[config.mk]
export PLATFORM = sky130hd
export DESIGN_NAME = tiny_alu_sequencer
export DESIGN_NICKNAME = d
export VERILOG_FILES = /design/src/rtl/tiny_alu_sequencer.sv
export SDC_FILE = /design/constraint.sdc
export NUM_CORES = 1
export LEC_CHECK = 0
export ABC_CLOCK_PERIOD_IN_PS = 4150
export CAP_MARGIN = 30
export CORE_ASPECT_RATIO = 0.6
export CORE_UTILIZATION = 55
export DETAILED_ROUTE_END_ITERATION = 7
export PLACE_DENSITY = 0.8
export SYNTH_ARGS = -nofsm -noshare
export SYNTH_HDL_FRONTEND = slang
export SYNTH_SLANG_ARGS = --single-unit
export TNS_END_PERCENT = 20
[constraint.sdc]
create_clock -name clk -period 4.15 [get_ports clk]
set_clock_uncertainty 0.05 [all_clocks]
set_input_delay 0.83 -clock clk [delete_from_list [all_inputs] [get_ports clk]]
set_output_delay 0.83 -clock clk [all_outputs]
set_load 0.05 [all_outputs]
[src/rtl/tiny_alu_sequencer.sv]
// Sequencer that loads a small program of ALU operations and issues them one per cycle,
// capturing each result two cycles later. Optional SEQ_LOOP_EN adds a loop input that restarts the program at completion.
module tiny_alu_sequencer #(
  parameter int unsigned DEPTH = 8
) (
  input  logic                       clk,
  input  logic                       rst_n,
  input  logic                       load_valid,
  input  logic [11:0]                load_data,
  output logic                       load_ready,
  input  logic                       start,
`ifdef SEQ_LOOP_EN
  input  logic                       loop,
`endif
  output logic                       busy,
  output logic                       done,
  output logic [7:0]                 alu_ui,
  output logic [3:0]                 alu_op,
  output logic                       alu_ena,
  input  logic [7:0]                 alu_result,
  output logic                       res_valid,
  output logic [7:0]                 res_data,
  output logic [$clog2(DEPTH)-1:0]   res_index
);

  localparam int unsigned IW      = $clog2(DEPTH);
  localparam logic [3:0]  OP_NOP  = 4'hF;

  typedef logic [IW-1:0] idx_t;
  typedef logic [IW:0]   cnt_t;

  localparam cnt_t DEPTH_C = cnt_t'(DEPTH);

  typedef enum logic [1:0] {
    S_IDLE,
    S_ISSUE,
    S_DRAIN
  } state_e;

  // Tag that travels alongside an issued entry until its result is captured.
  typedef struct packed {
    logic valid;
    idx_t idx;
    logic last;
  } tag_t;

  state_e      state_q, state_d;
  cnt_t        count_q, count_d;
  idx_t        ptr_q, ptr_d;
  logic [11:0] mem [DEPTH];

  logic        load_ready_q, load_ready_d;
  logic        busy_q, busy_d;
  logic        done_q, done_d;
  logic [3:0]  alu_op_q, alu_op_d;
  logic [7:0]  alu_ui_q, alu_ui_d;
  logic        alu_ena_q, alu_ena_d;
  tag_t        tag0_q, tag0_d, tag1_q, tag2_q;
  logic        res_valid_q, res_valid_d;
  logic [7:0]  res_data_q, res_data_d;
  idx_t        res_index_q, res_index_d;

  logic        load_fire;
  logic        loop_req;
  logic        empty_done;
  logic        issuing;
  cnt_t        last_idx;
  logic [11:0] entry;

`ifdef SEQ_LOOP_EN
  assign loop_req = loop;
`else
  assign loop_req = 1'b0;
`endif

  always_comb begin
    // NOTE: every combinational output gets a default first so no path can infer a latch.
    state_d    = state_q;
    ptr_d      = ptr_q;
    empty_done = 1'b0;

    load_fire  = load_valid & load_ready_q;
    count_d    = count_q + cnt_t'(load_fire);
    last_idx   = count_d - cnt_t'(1);

    unique case (state_q)
      S_IDLE: begin
        if (start) begin
          // A load accepted in the same cycle already counts towards the program.
          if (count_d != '0) begin
            state_d = S_ISSUE;
            ptr_d   = '0;
          end else begin
            empty_done = 1'b1;
          end
        end
      end
      S_ISSUE: begin
        if ({1'b0, ptr_q} == last_idx) state_d = S_DRAIN;
        else                           ptr_d   = ptr_q + idx_t'(1);
      end
      S_DRAIN: begin
        if (done_q) begin
          if (loop_req) begin
            state_d = S_ISSUE;
            ptr_d   = '0;
          end else begin
            state_d = S_IDLE;
          end
        end
      end
      default: state_d = S_IDLE;
    endcase

    // Entry 0 may be written in the very cycle it is first issued, so bypass the memory.
    entry   = (load_fire && count_q == '0) ? load_data : mem[ptr_d];
    issuing = (state_d == S_ISSUE);

    alu_op_d     = issuing ? entry[11:8] : OP_NOP;
    alu_ui_d     = issuing ? entry[7:0]  : 8'h00;
    alu_ena_d    = (state_d != S_IDLE);
    busy_d       = (state_d != S_IDLE);
    load_ready_d = (state_d == S_IDLE) && (count_d < DEPTH_C);

    tag0_d.valid = issuing;
    tag0_d.idx   = ptr_d;
    tag0_d.last  = ({1'b0, ptr_d} == last_idx);

    res_valid_d = tag2_q.valid;
    res_index_d = tag2_q.valid ? tag2_q.idx : res_index_q;
    res_data_d  = tag2_q.valid ? alu_result : res_data_q;
    done_d      = (tag2_q.valid & tag2_q.last) | empty_done;
  end

  always_ff @(posedge clk or negedge rst_n) begin
    if (!rst_n) begin
      state_q      <= S_IDLE;
      count_q      <= '0;
      ptr_q        <= '0;
      load_ready_q <= 1'b1;
      busy_q       <= 1'b0;
      done_q       <= 1'b0;
      alu_op_q     <= OP_NOP;
      alu_ui_q     <= 8'h00;
      alu_ena_q    <= 1'b0;
      tag0_q       <= '0;
      tag1_q       <= '0;
      tag2_q       <= '0;
      res_valid_q  <= 1'b0;
      res_data_q   <= 8'h00;
      res_index_q  <= '0;
    end else begin
      state_q      <= state_d;
      count_q      <= count_d;
      ptr_q        <= ptr_d;
      load_ready_q <= load_ready_d;
      busy_q       <= busy_d;
      done_q       <= done_d;
      alu_op_q     <= alu_op_d;
      alu_ui_q     <= alu_ui_d;
      alu_ena_q    <= alu_ena_d;
      tag0_q       <= tag0_d;
      tag1_q       <= tag0_q;
      tag2_q       <= tag1_q;
      res_valid_q  <= res_valid_d;
      res_data_q   <= res_data_d;
      res_index_q  <= res_index_d;
    end
  end

  // NOTE: the program memory is deliberately not reset; count_q alone marks which entries are valid.
  always_ff @(posedge clk) begin
    if (load_fire) mem[count_q[IW-1:0]] <= load_data;
  end

  assign load_ready = load_ready_q;
  assign busy       = busy_q;
  assign done       = done_q;
  assign alu_op     = alu_op_q;
  assign alu_ui     = alu_ui_q;
  assign alu_ena    = alu_ena_q;
  assign res_valid  = res_valid_q;
  assign res_data   = res_data_q;
  assign res_index  = res_index_q;

endmodule
# --- After elaboration in Yosys (flattened, before gate mapping) ---
# Memory sizes are Yosys's and may differ from the RTL's.
# Index checks and enable logic that the tools add are counted.
word_totals:
  regBits: 48
  mem_bits_rw: 96
  inputBits: 24
  elab_cells: 56
  n_memories: 1
memory_table:
  columns: ["name", "depth", "word_bits", "read_ports", "rd_clocked_by_memory_dff", "wr", "line", "rtl"]
  rows:
  - ["mem", 8, 12, 1, 0, 1, "50", "logic [11:0] mem [DEPTH];"]
classes:
  add_sub_neg: 3
  magnitude_cmp: 1
  n_eq_ne: 5
  n_mux: 17
  n_bitwise: 3
  reduce_logical: 7
op_table:
  columns: ["op", "count"]
  rows:
  - ["12-bit 2-to-1 mux", 1]
  - ["3-bit 2-to-1 mux", 3]
  - ["3-bit by 4-bit equality test with 1-bit output", 2]
  - ["2-bit 2-to-1 mux", 4]
  - ["8-bit 2-to-1 mux", 1]
  - ["2-bit case mux with 3 select lines", 1]
  - ["3-bit case mux with 2 select lines", 1]
  - ["1-bit 2-to-1 mux", 5]
  - ["4-bit by 1-bit adder with 4-bit output", 1]
  - ["2-bit by 1-bit equality test with 1-bit output, second input constant", 2]
  - ["2-bit logical NOT", 2]
  - ["4-bit logical NOT", 1]
  - ["4-bit < comparator, second input constant", 1]
  - ["4-bit 2-to-1 mux", 1]
  - ["4-bit nonzero test", 1]
  - ["4-bit by 1-bit subtractor with 4-bit output, second input constant", 1]
  - ["3-bit by 1-bit adder with 3-bit output, second input constant", 1]
  - ["1-bit bitwise AND", 2]
  - ["2-bit equality test, second input constant", 1]
  - ["1-bit logical AND", 2]
  - ["2-bit nonzero test", 1]
  - ["1-bit bitwise OR", 1]

# --- Longest topological paths before layout ---
# An unclocked memory read counts as a cell.
depth:
  word_depth: 9
  mapped_depth: 15
  depth_no_buf: 14

# --- Worst setup path before layout ---
# OpenSTA, ideal clock, no wires.
synth_path:
  path_type: "input-to-reg"
  from: "input load_valid"
  to: "register alu_ui_q[3], in the netlist alu_ui[3]"
  arrival_time_ns: 3.774
  slack_ns: 0.203
  cell_stages: 14
  path_buffers: 1
  path_cell_list: "and2_1 > ha_1 > ha_1 > inv_1 > ha_1 > xor2_1 > o311ai_1 > mux2_4 > o21ai_4 > mux2i_4 > nand2b_1 > clkbuf_1 > o221ai_1 > o221a_2"
synth_via:
  elab_chain_cells: 9
  word_cells_on_any_way: 18
  classes_between: "2 x add/sub; 2 x eq/ne; 10 x mux; 1 x bitwise; 2 x reduce/logical; 1 x memory"
synth_rtl:
  columns: ["element", "line", "rtl"]
  rows:
  - ["from (decl)", "8", "input logic load_valid,"]
  - ["1-bit bitwise AND *", "82", "load_fire = load_valid & load_ready_q;"]
  - ["4-bit by 1-bit adder with 4-bit output *", "83", "count_d = count_q + cnt_t'(load_fire);"]
  - ["net count_d[1]", "48", "cnt_t count_q, count_d;"]
  - ["4-bit by 1-bit subtractor with 4-bit output / 4-bit nonzero test (equally long branches)", "84, 90", null]
  - ["3-bit by 4-bit equality test with 1-bit output / 3-bit 2-to-1 mux (equally long branches)", "99, 90", null]
  - ["3-bit 2-to-1 mux, on equally long branches", "99, 88", null]
  - ["3-bit case mux with 2 select lines *", "86", "unique case (state_q)"]
  - ["net ptr_d[1]", "49", "idx_t ptr_q, ptr_d;"]
  - ["memory 8 x 12 bit *", null, null]
  - ["12-bit 2-to-1 mux *", "116", "entry = (load_fire && count_q == '0) ? load_data : mem[ptr_d];"]
  - ["8-bit 2-to-1 mux *", "120", "alu_ui_d = issuing ? entry[7:0] : 8'h00;"]
  - ["net alu_ui_d[3]", "56", "logic [7:0] alu_ui_q, alu_ui_d;"]
  - ["to (signal assigned)", "160", "alu_ui_q <= alu_ui_d;"]
  - ["to (decl)", "56", null]
# The timed path passes the listed nets; every way through them passes the cells marked *.
# A chain may end at the register's enable or synchronous reset.

# --- Final worst setup path ---
layout_path:
  from: "input load_valid"
  to: "register alu_ui_q[4], in the netlist alu_ui[4]"
layout_via:
  elab_chain_cells: 9
  word_cells_on_any_way: 18
  classes_between: "2 x add/sub; 2 x eq/ne; 10 x mux; 1 x bitwise; 2 x reduce/logical; 1 x memory"
layout_rtl:
  columns: ["element", "line"]
  rows:
  - ["1-bit bitwise AND *", "82"]
  - ["4-bit by 1-bit adder with 4-bit output *", "83"]
  - ["net count_d[1]", "48"]
  - ["4-bit by 1-bit subtractor with 4-bit output / 4-bit nonzero test (equally long branches)", "84, 90"]
  - ["3-bit by 4-bit equality test with 1-bit output / 3-bit 2-to-1 mux (equally long branches)", "99, 90"]
  - ["3-bit 2-to-1 mux, on equally long branches", "99, 88"]
  - ["3-bit case mux with 2 select lines", "86"]
  - ["memory 8 x 12 bit", null]
  - ["12-bit 2-to-1 mux", "116"]
  - ["8-bit 2-to-1 mux *", "120"]
  - ["net alu_ui_d[4]", "56"]
# Marks and branches as above.

==> flow_summary.ini <==
[status]
status = finished clean

[clock_tree]
h-tree-depth = 4
worstSkewPairLatency_ns = 0.41
cts_buffers = 17
clock-sinks = 144
cts_root_buffer = clkbuf_16
postCtsHoldBufs = 0
cts_tree = done
cts.path.max_buffers = 2
cts.reportedPaths.clkPinSlew_ns = 0.06

[timing]
setup_ws_ns = 0.103
max_freq_mhz = 247
period_needed_ns = 4.05
hold_slack_ns = 0.297
drv_slew = 0
tns_ns = 0
finalSetupViolations = 0
worst_slew_pin_slew_ns = 0.517
relSlewSlack_pct = 65.4
fin_crit_sh_pct = 97.5
hold_viol = 0

[logic_synthesis]
seq_area_frac_synth_pct = 68.9
post_synth_num_cell_types = 66
synth_edf_count = 96
ys_warn_count = 0
netlist_instances = 379
syn_area_um2 = 5940
synth_fa_ha_area_share_pct = 0.843
synth_top_family_by_area = compound AO/OA/AOI/OAI gates
synth_compound_area_share_pct = 9.97
syn_nets = 407
synth.mux.area_fraction_pct = 7.84
avgSynthCellArea_um2 = 15.7
synth_seq_cells = 144
ys.flop_type = edfxtp_1
synth_xor_xnor_area_share_pct = 2.40
synthSimpleGateAreaFrac_pct = 6.91
synthArstFlopShare_pct = 33.3

[setup_path]
cp.arrival_ns = 4.29
cp_slowest_cell = clkdlybuf4s50_1
crit_type = primary input to register
start_kind = primary input
crit_chain = clkdlybuf4s50_1 -> and2_4 -> ha_4 -> ha_4 -> inv_1 -> ha_4 -> xor2_2 -> nand4b_1 -> mux2i_2 -> mux2i_2 -> buf_4 -> or2_4 -> buf_12 -> mux2i_2 -> o221ai_1 -> o221a_1
slowest_delay_ns = 0.40
critPathTopFamily = buffers and inverters
path_buf_inv = 4
endpoint_kind = register
required_ns = 4.40
crit_fanout = 6

[cells_and_area]
fillCellCount = 601
final_nets = 513
area_growth_pct = 28.7
finish.instance_area_um2 = 7640
diodes = 0
register_area_um2 = 4090
drive_above_1_share_pct = 28.5
multiInputGateArea_um2 = 1780

[routing]
vias = 3746
wirelength_um = 13300
wl_per_cell_um = 20.9
drt-vias-per-instance = 5.92
met3_length_um = 879
drtIter0Drc = 307
route.detailed.drc = 0
ant_nets = 0
dr.max_layer_used = met4
wl_met1_um = 5960
first_pass_iters = 5
dr_wl_met2_um = 6240

[grt]
grt_max_degree = 27
antenna_found_initial = 0
grt_usage_pct = 24.8
grt_pass1_vias = 3641
grt_first_pass_wirelength_um = 19600
gr-total-overflow = 0

[hold_path]
worstHoldPathType = register to register

[place]
portBuffers = 51
pre_cts_ws_ns = -0.419
hpwl_um = 8250
place_congestion = 0.832
post_dp_cell_area_um2 = 6860

[floorplan]
die_h_um = 82.5
ioPinCount = 52
die-area_um2 = 11200
core_um2 = 10200
start_util_pct = 58.4
die_w_um = 136
fp-row-count = 28

[job]
drv_cap = 0
sequential cells by signal, summed over array words and instances, names as in the netlist, 2 cells and up:
signal and cells:
res_data 8, mem 96, alu_op 4, tag1_q 5, alu_ui 8, tag2_q 4
tag0_q 5, res_index 3, state_q 2, count_q 4
final cells by class:
| type | count | share of cell area [%] |
|---|---|---|
| Clock buffer | 23 | 6.70 |
| Sequential cell | 144 | 53.5 |
| Timing Repair Buffer | 106 | 13.2 |
| Clock inverter | 9 | 0.704 |
| Multi-Input combinational cell | 210 | 23.3 |
| Tap cell | 135 | 2.21 |
| Inverter | 6 | 0.295 |
what timing repair did:
| action | CTS | global route |
|---|---|---|
| setup endpoints to repair | 4 | 12 |
| gates cloned | 0 | 3 |
| pin swaps | 0 | 6 |
| buffers inserted | 0 | 3 |
| resized for setup | 2 | 17 |
per-layer routing:
layer,up-vias,global-route usage [%]
met2,148,38.9
met3,18,6.53
met5,-,0
met1,1886,34.0
met4,0,8.11
li1,1694,-
cell usage after synthesis (3+ instances only):
library cell | n | area share, %
dfrtp_1 | 43 | 18
nor2_1 | 11 | 0.70
o211ai_1 | 8 | 1.0
nand3_1 | 9 | 0.76
inv_1 | 4 | 0.25
o221a_2 | 6 | 1.1
o2bb2ai_1 | 7 | 1.0
clkbuf_1 | 3 | 0.19
nor3_1 | 6 | 0.51
or4_1 | 4 | 0.51
ha_1 | 4 | 0.84
edfxtp_1 | 96 | 49
nand2b_1 | 6 | 0.63
xor2_1 | 5 | 0.74
a22o_1 | 7 | 1.0
mux2_2 | 12 | 2.3
buf_6 | 10 | 1.9
mux2i_1 | 25 | 4.2
a21oi_1 | 11 | 0.93
dfstp_2 | 5 | 2.2
o221ai_1 | 7 | 1.0
nand2_1 | 27 | 1.7
xnor2_1 | 3 | 0.44
o311ai_0 | 5 | 0.74
a31oi_1 | 4 | 0.42
worst paths after layout:
kind	startpoint	endpoint	slack, ns	depth (start not counted)
worst max-delay path	load_valid	alu_ui[4]	0.10	16
worst min-delay path	tag1_q[3]	tag2_q[3]	0.30	0
worst max register to register	load_ready	alu_ui[4]	0.53	15
worst min register to register	tag1_q[3]	tag2_q[3]	0.30	0
max in group asynchronous	rst_n	alu_op[2]	3.13	2
min in group asynchronous	rst_n	tag0_q[4]	0.33	1
stage by stage:
step	utilization [%]	std cells
2_1_floorplan	-	379
3_3_place_gp	67.3	594
3_5_place_dp	67.5	595
4_1_cts	73.2	627
5_1_grt	75.2	633
6_report	75.2	633
layout by cell type (no fill, tap or decap), drive strengths merged, types with 7 or more instances in the layout:
| cell | count |
|---|---|
| o221ai | 7 |
| clkinv | 8 |
| a21oi | 11 |
| nor2 | 11 |
| dfrtp | 43 |
| clkdlybuf4s50 | 50 |
| edfxtp | 96 |
| a22o | 7 |
| o221a | 7 |
| nand2 | 27 |
| buf | 53 |
| o211ai | 9 |
| o2bb2ai | 7 |
| nand3 | 9 |
| clkbuf | 26 |
| mux2i | 28 |
| mux2 | 14 |
worst register-to-register path, delay by kind of cell, from the launching register on:
family | cells | cell delay (ns)
adder cells (fa/ha/maj) | 3 | 0.54
AND/OR/NAND/NOR | 3 | 0.53
buffers and inverters | 3 | 0.44
XOR/XNOR | 1 | 0.16
AO/OA/AOI/OAI | 2 | 0.43
multiplexers | 3 | 0.82
flip-flops | 1 | 0.53
cell families (layout without fill, tap and decap cells):
group,Yosys count,in the layout
AO/OA/AOI/OAI,72,72
AND/OR/NAND/NOR,80,80
flip-flops,144,144
adder cells (fa/ha/maj),4,4
buffers and inverters,25,144
multiplexers,42,42
XOR/XNOR,12,12
Power is not shown: default switching activity piles up to over one toggle a cycle in this logic, so the estimate is an artifact.
